===== config.mk =====
export PLATFORM = sky130hd
export DESIGN_NAME = uart_tx_frame
export DESIGN_NICKNAME = d
export VERILOG_FILES = /design/src/rtl/uart_pkg.sv /design/src/rtl/uart_tx_hold.sv /design/src/rtl/uart_tx_frame.sv
export SDC_FILE = /design/constraint.sdc
export NUM_CORES = 1
export LEC_CHECK = 0
export CAP_MARGIN = 20
export CORE_MARGIN = 2
export CORE_UTILIZATION = 35
export DETAILED_ROUTE_END_ITERATION = 12
export REMOVE_ABC_BUFFERS = 1
export SLEW_MARGIN = 20
export SYNTH_ARGS = -nofsm -noshare
export SYNTH_HDL_FRONTEND = slang
export SYNTH_HIERARCHICAL = 1
export SYNTH_SLANG_ARGS = --single-unit

===== constraint.sdc =====
create_clock -name clk -period 2.25 [get_ports clk]
set_input_delay 0.45 -clock clk [delete_from_list [all_inputs] [get_ports clk]]
set_output_delay 0.45 -clock clk [all_outputs]
set_load 0.05 [all_outputs]

===== src/rtl/uart_pkg.sv =====
// Shared definitions for the framed UART transmitter: state encoding,
// parameter legality check and the parity helper.
package uart_pkg;

    typedef enum logic [2:0] {
        ST_IDLE   = 3'd0,
        ST_START  = 3'd1,
        ST_DATA   = 3'd2,
        ST_PARITY = 3'd3,
        ST_STOP   = 3'd4
    } tx_state_t;

    localparam int MIN_DATA_W    = 5;
    localparam int MAX_DATA_W    = 9;
    localparam int MIN_STOP_BITS = 1;
    localparam int MAX_STOP_BITS = 2;

    function automatic bit params_legal(input int data_w, input int stop_bits);
        return (data_w >= MIN_DATA_W) && (data_w <= MAX_DATA_W) &&
               (stop_bits >= MIN_STOP_BITS) && (stop_bits <= MAX_STOP_BITS);
    endfunction

    // Callers zero-extend narrower words; the extra zeros do not change parity.
    function automatic logic parity_bit(input logic [MAX_DATA_W-1:0] word, input logic odd);
        return (^word) ^ odd;
    endfunction

endpackage


===== src/rtl/uart_tx_hold.sv =====
// Single-entry holding register in front of the transmit shifter, with
// ready/overrun handshake.
module uart_tx_hold
    import uart_pkg::*;
#(
    parameter int DATA_W = 8
) (
    input  logic              clk,
    input  logic              rst,
    input  logic              wr_enb,
    input  logic [DATA_W-1:0] data_in,
    input  logic              bypass,
    input  logic              load,
    output logic              ready,
    output logic              overrun,
    output logic              hold_valid,
    output logic [DATA_W-1:0] hold_data
);

    logic              hold_valid_reg;
    logic [DATA_W-1:0] hold_data_reg;
    logic              accept;

    assign ready      = ~hold_valid_reg;
    // An idle transmitter takes the word straight into its shifter instead.
    assign accept     = wr_enb & ready & ~bypass;
    assign overrun    = wr_enb & ~ready & ~rst;
    assign hold_valid = hold_valid_reg;
    assign hold_data  = hold_data_reg;

    always_ff @(posedge clk) begin
        if (rst) begin
            hold_valid_reg <= 1'b0;
            hold_data_reg  <= '0;
        end else if (accept) begin
            hold_data_reg  <= data_in;
            hold_valid_reg <= 1'b1;
        end else if (load) begin
            hold_valid_reg <= 1'b0;
        end
    end

endmodule


===== src/rtl/uart_tx_frame.sv =====
// Framed UART transmitter: DATA_W data bits LSB first, optional parity,
// 1 or 2 stop bits, paced by an external baud strobe.
module uart_tx_frame
    import uart_pkg::*;
#(
    parameter int DATA_W     = 8,
    parameter int PARITY_EN  = 0,
    parameter int PARITY_ODD = 0,
    parameter int STOP_BITS  = 1
) (
    input  logic              clk,
    input  logic              rst,
    input  logic              enb,
    input  logic              wr_enb,
    input  logic [DATA_W-1:0] data_in,
    output logic              ready,
    output logic              tx,
    output logic              busy,
    output logic              done,
    output logic              overrun
);

    localparam int               IDX_W    = $clog2(DATA_W);
    localparam logic [IDX_W-1:0] LAST_IDX = IDX_W'(DATA_W - 1);
    localparam logic             ODD_BIT  = (PARITY_ODD != 0);

    generate
        if (!params_legal(DATA_W, STOP_BITS)) begin : g_param_check
            $error("uart_tx_frame: DATA_W must be 5..9 and STOP_BITS 1..2");
        end
    endgenerate

    tx_state_t         state_reg;
    logic [DATA_W-1:0] shift_reg;
    logic [IDX_W-1:0]  idx_reg;
    logic              stop_cnt_reg;
    logic              tx_reg;

    logic              hold_valid;
    logic [DATA_W-1:0] hold_data;
    logic              hold_load;
    logic              last_stop;
    logic              frame_end;

    assign last_stop = (STOP_BITS == 1) || stop_cnt_reg;
    assign frame_end = (state_reg == ST_STOP) && enb && last_stop;
    assign hold_load = hold_valid && ((state_reg == ST_IDLE) || frame_end);

    assign tx   = tx_reg;
    assign busy = (state_reg != ST_IDLE);
    assign done = frame_end & ~rst;

    uart_tx_hold #(
        .DATA_W (DATA_W)
    ) u_hold (
        .clk        (clk),
        .rst        (rst),
        .wr_enb     (wr_enb),
        .data_in    (data_in),
        .bypass     (state_reg == ST_IDLE),
        .load       (hold_load),
        .ready      (ready),
        .overrun    (overrun),
        .hold_valid (hold_valid),
        .hold_data  (hold_data)
    );

    always_ff @(posedge clk) begin
        if (rst) begin
            state_reg    <= ST_IDLE;
            tx_reg       <= 1'b1;
            shift_reg    <= '0;
            idx_reg      <= '0;
            stop_cnt_reg <= 1'b0;
        end else begin
            case (state_reg)
                ST_IDLE: begin
                    tx_reg <= 1'b1;
                    if (hold_valid) begin
                        shift_reg <= hold_data;
                        idx_reg   <= '0;
                        state_reg <= ST_START;
                    end else if (wr_enb) begin
                        shift_reg <= data_in;
                        idx_reg   <= '0;
                        state_reg <= ST_START;
                    end
                end
                ST_START: begin
                    if (enb) begin
                        tx_reg    <= 1'b0;
                        state_reg <= ST_DATA;
                    end
                end
                ST_DATA: begin
                    if (enb) begin
                        tx_reg <= shift_reg[idx_reg];
                        if (idx_reg == LAST_IDX) begin
                            stop_cnt_reg <= 1'b0;
                            state_reg    <= (PARITY_EN != 0) ? ST_PARITY : ST_STOP;
                        end else begin
                            idx_reg <= idx_reg + IDX_W'(1);
                        end
                    end
                end
                ST_PARITY: begin
                    if (enb) begin
                        tx_reg    <= parity_bit(MAX_DATA_W'(shift_reg), ODD_BIT);
                        state_reg <= ST_STOP;
                    end
                end
                ST_STOP: begin
                    if (enb) begin
                        tx_reg <= 1'b1;
                        if (!last_stop) begin
                            stop_cnt_reg <= 1'b1;
                        end else begin
                            stop_cnt_reg <= 1'b0;
                            // Chain straight into the next start bit when a word is waiting.
                            if (hold_valid) begin
                                shift_reg <= hold_data;
                                idx_reg   <= '0;
                                state_reg <= ST_START;
                            end else begin
                                state_reg <= ST_IDLE;
                            end
                        end
                    end
                end
                default: state_reg <= ST_IDLE;
            endcase
        end
    end

endmodule

After elaboration in Yosys (flattened, before gate mapping) --
Index checks and enable logic that the tools add are counted.
Storage, ports and cells: output and inout bits 5, input bits 12, word-level logic and storage cells 73, flip-flop bits (word level) 24
Cells by class: add/sub/neg operators 1, order comparisons 1, multiplexer cells 30, reduce and logical (&&, ||, !) cells 14, bitwise logic cells 8, eq/ne operators 13
Operators with widths (number):
- 2-to-1 mux 3 bit | 13
- 2-to-1 mux 8 bit | 4
- case mux 8 bit (2 select lines) | 1
- case mux 3 bit (5 select lines) | 1
- != test 2 bit (second input constant) | 6
- AND reduction 6 bit | 2
- case mux 3 bit (3 select lines) | 1
- parity 9 bit | 1
- 2-to-1 mux 1 bit | 8
- == test 3 x 2 -> 1 bit (second input constant) | 2
- == test 3 bit (second input constant) | 2
- nonzero test 3 bit | 2
- AND 1 bit | 5
- case mux 1 bit (5 select lines) | 1
- AND reduction 5 bit | 1
- nonzero test 5 bit | 1
- less-than comparator 3 x 4 -> 1 bit (second input constant) | 1
- AND reduction 4 bit | 1
- nonzero test 2 bit | 2
- adder 3 x 1 -> 3 bit (second input constant) | 1
- binary-select mux 1 bit (select 3 bit) | 1
- == test 3 x 1 -> 1 bit (second input constant) | 1
- logical NOT 3 bit | 1
- != test 3 bit (second input constant) | 1
- other kinds (4) | 7

Depth between registers and ports, before layout --
Gate-level depths: netlist of run 1.
word-level depth 6, depth in mapped cells 6, depth with buffers taken out 6

Cells and area by module --
The synthesis of run 1 kept the hierarchy.
By module, submodules not included:
- uart_tx_frame | sequential area each 300.3 um^2, instances 1, area each 1008.5 um^2, cells each 104
- uart_tx_hold | sequential area each 180.2 um^2, instances 1, area each 417.9 um^2, cells each 41

Least setup slack after synthesis of run 1 --
No wires, ideal clock.
path type input to output, start input rst, end output done, stages on the path 2, slack 1 ps, data required time 1800 ps, path buffers 1, data arrival time 1799 ps, cells stage by stage clkbuf_1 -> nor3b_1
On the way: cells in the longest elaborated chain, start to end 2
RTL lines:
- start, declared | line uart_tx_frame.sv:12 | input logic rst,
- inverter 1 bit | line uart_tx_frame.sv:51 | assign done = frame_end & ~rst;
- AND 1 bit | line uart_tx_frame.sv:51
- end, declared | line uart_tx_frame.sv:19 | output logic done,
Every way passes these cells.

Worst setup path after layout of run 1 --
Same ends and word-level chain as after synthesis.

==> impl_metrics.tcl, run 1 <==
set metrics [dict create \
    synth.area.top_cells "dfxtp_1 (34%), mux2i_1 (15%), nand2b_1 (11%)" \
    drv_slew 0 \
    skew_ps 5.04 \
    maxCapViolCount 0 \
    hold_viol_final 0 \
    start_util 0.359 \
    ys.warnings.count 6 \
    antennaDiodeCount 0 \
    die_w_um 67.8 \
    rsz0062_at_grt "no" \
    root_buffer "clkbuf_8" \
    leakagePower_uw 0.000651 \
    setup_viol 0 \
    seq_area_frac_synth 0.337 \
    p_int_uw 894 \
    antenna_found_initial 0 \
    postCtsSetupBuffers 0 \
    clock_sinks 24 \
    synthTopCellsByCount "dfxtp_1 (24), nand2b_1 (24), mux2i_1 (21)" \
    cts-resized-gates 0 \
    crit_fanout 11 \
    postCtsHoldBufs 0 \
    switching_power_uw 363 \
    nets 177 \
    synth_top_area_cell "dfxtp_1" \
    power_frac_clock 0.299 \
    whs_ps 480 \
    finalCriticalPeriod_ps 2120 \
    htree_levels 1 \
    async_flop_share 0 \
    regToRegSetupSlack_ps 460 \
    crit_type "in -> out" \
    synth_cells 145 \
    postRouteAntennaNets 0 \
    area_growth_syn_to_layout_pct 21.3 \
    rr_worst_depth 6 \
    hold_path_class "reg -> reg" \
    timing.final.crit_share 0.940 \
    drt-initial-drc-count 38 \
    yosys.area.top_type_share 0.337 \
    worstMarginPinSlew_ps 486 \
    crit_path_end_kind "output pin" \
    first_pass_iters 4 \
    synth_area_per_cell_um2 9.84 \
    routed_wl_mm 2.73 \
    status "complete, no violations" \
    whs_endpoint "u_hold/hold_data[5]$_SDFFE_PP0P_" \
    worstHoldStart "u_hold/hold_data[5]$_SDFFE_PP0P_" \
    gr-total-overflow 0 \
    grtUsageTotal 0.123 \
    vdd_drop_max_uv 286 \
    grt_max_degree 24 \
    gp_congestion 0.764 \
    grt_pass1_wl_mm 4.30 \
    row_count 23 \
    cts_buffers 3 \
    synth_enable_flop_cells 0 \
    fmaxAchievable_mhz 473 \
    ys_ff_latch 24 \
    synthFlopType "dfxtp_1" \
    hold_depth 2 \
    worstSetupStartpointType "input pin" \
    power_density_nw_per_um2 727 \
    core_area_um2 3970 \
    routedWlPerCell_um 12.9 \
    r2r-start "idx_reg[0]$_SDFFE_PP0P_" \
    power_frac_comb 0.294 \
    clock_path_buffers 2 \
    swShare 0.289 \
    p_seq_frac 0.408 \
    die_area_um2 4600 \
    cts_tree "built" \
    ys_types 35 \
    io_pins 17 \
    timing.slew.headroom 0.675 \
    syn_area_um2 1430 \
    worstPathRequired_ps 1800 \
    r2r-end "idx_reg[1]$_SDFFE_PP0P_" \
    grt_pass1_vias 920 \
    clk_pin_slew_ps 90 \
    viasPerCell 4.89 \
    drc 0 \
    tns_ps 0 \
    die_y_um 67.8 \
    dp_hpwl_mm 2.00 \
    arrival_ps 1670 \
    insertion_delay_ps 260 \
    route.vias.total 1037 \
    port_buffers 16 \
    drive_above_1_share 0.179 \
]
==> cells by family after synthesis <==
| group | synth area share |
|---|---|
| simple gates | 0.239 |
| mux | 0.163 |
| fa+ha+maj | 0.0175 |
| xor+xnor | 0.0430 |
| compound gates | 0.158 |
| flops | 0.337 |
| buf+inv | 0.0430 |
==> metal layers <==
metal	GRT usage	vias to the layer above	part of all wire
met5	0	-	0
met2	0.206	15	0.48
met4	0.0375	0	0.0029
li1	-	539	-
met1	0.162	481	0.49
met3	0.0214	2	0.030
==> final cells by class <==
cell class / count / area (um^2)
fillers: 405 / 2240
clock inverters: 1 / 30.0
flip-flops and latches: 24 / 480
multi-input cells: 111 / 885
clock buffers: 3 / 41.3
inverters: 3 / 11.3
repair buffers: 20 / 220
well taps: 50 / 62.6
==> worst max-delay path: stages <==
cell,delay [ps]
clkdlybuf4s50_1,600
nor3b_1,420
buf_12,190
==> power by group through the flow <==
stage	sequential [uW]	clock [uW]	combinational [uW]
floorplan	517	0	266
global placement	520	0	366
detailed placement	522	0	372
CTS	513	388	374
global route	518	406	401
finish	513	376	369
==> per-stage QoR <==
step	worst slack, ps	utilization	cells	cell area, um^2	total power, uW
floorplan	17.8	-	138	1380	784
global placement	136	0.418	208	1660	886
detailed placement	137	0.418	208	1660	894
CTS	136	0.436	212	1730	1270
global route	59.7	0.436	212	1730	1330
finish	135	0.436	212	1730	1260
==> layout by cell type, fill, tap and decap left out, types with 3 or more instances in the layout <==
master / netlist / routed
nand2_1: 5 / 5
nor3b_1: 3 / 3
dfxtp_1: 24 / 24
buf_12: 0 / 3
mux2i_1: 21 / 21
inv_1: 3 / 3
nor2_1: 13 / 13
clkbuf_8: 0 / 3
buf_4: 0 / 4
a211oi_2: 9 / 9
nor3_1: 3 / 3
nand2b_1: 24 / 24
clkdlybuf4s50_1: 0 / 13
xnor2_1: 7 / 7
a21oi_1: 3 / 3
==> how the worst max path moves through the flow <==
stage,startpoint,to,slack [ps],cells after the start
floorplan,state_reg[0]$_SDFFE_PP0P_,done,20,3
global placement,enb,done,140,3
detailed placement,rst,done,140,3
CTS,rst,done,140,3
global route,rst,done,60,3
finish,rst,done,130,3
Note: power is estimated with default switching activity, not from simulation.
==> inputs of run 2 (changes only) <==
- GPL_ROUTABILITY_DRIVEN: not set -> 0
==> results of run 2 <==
The final DEF is identical to that of run 1; final timing and power are the same.
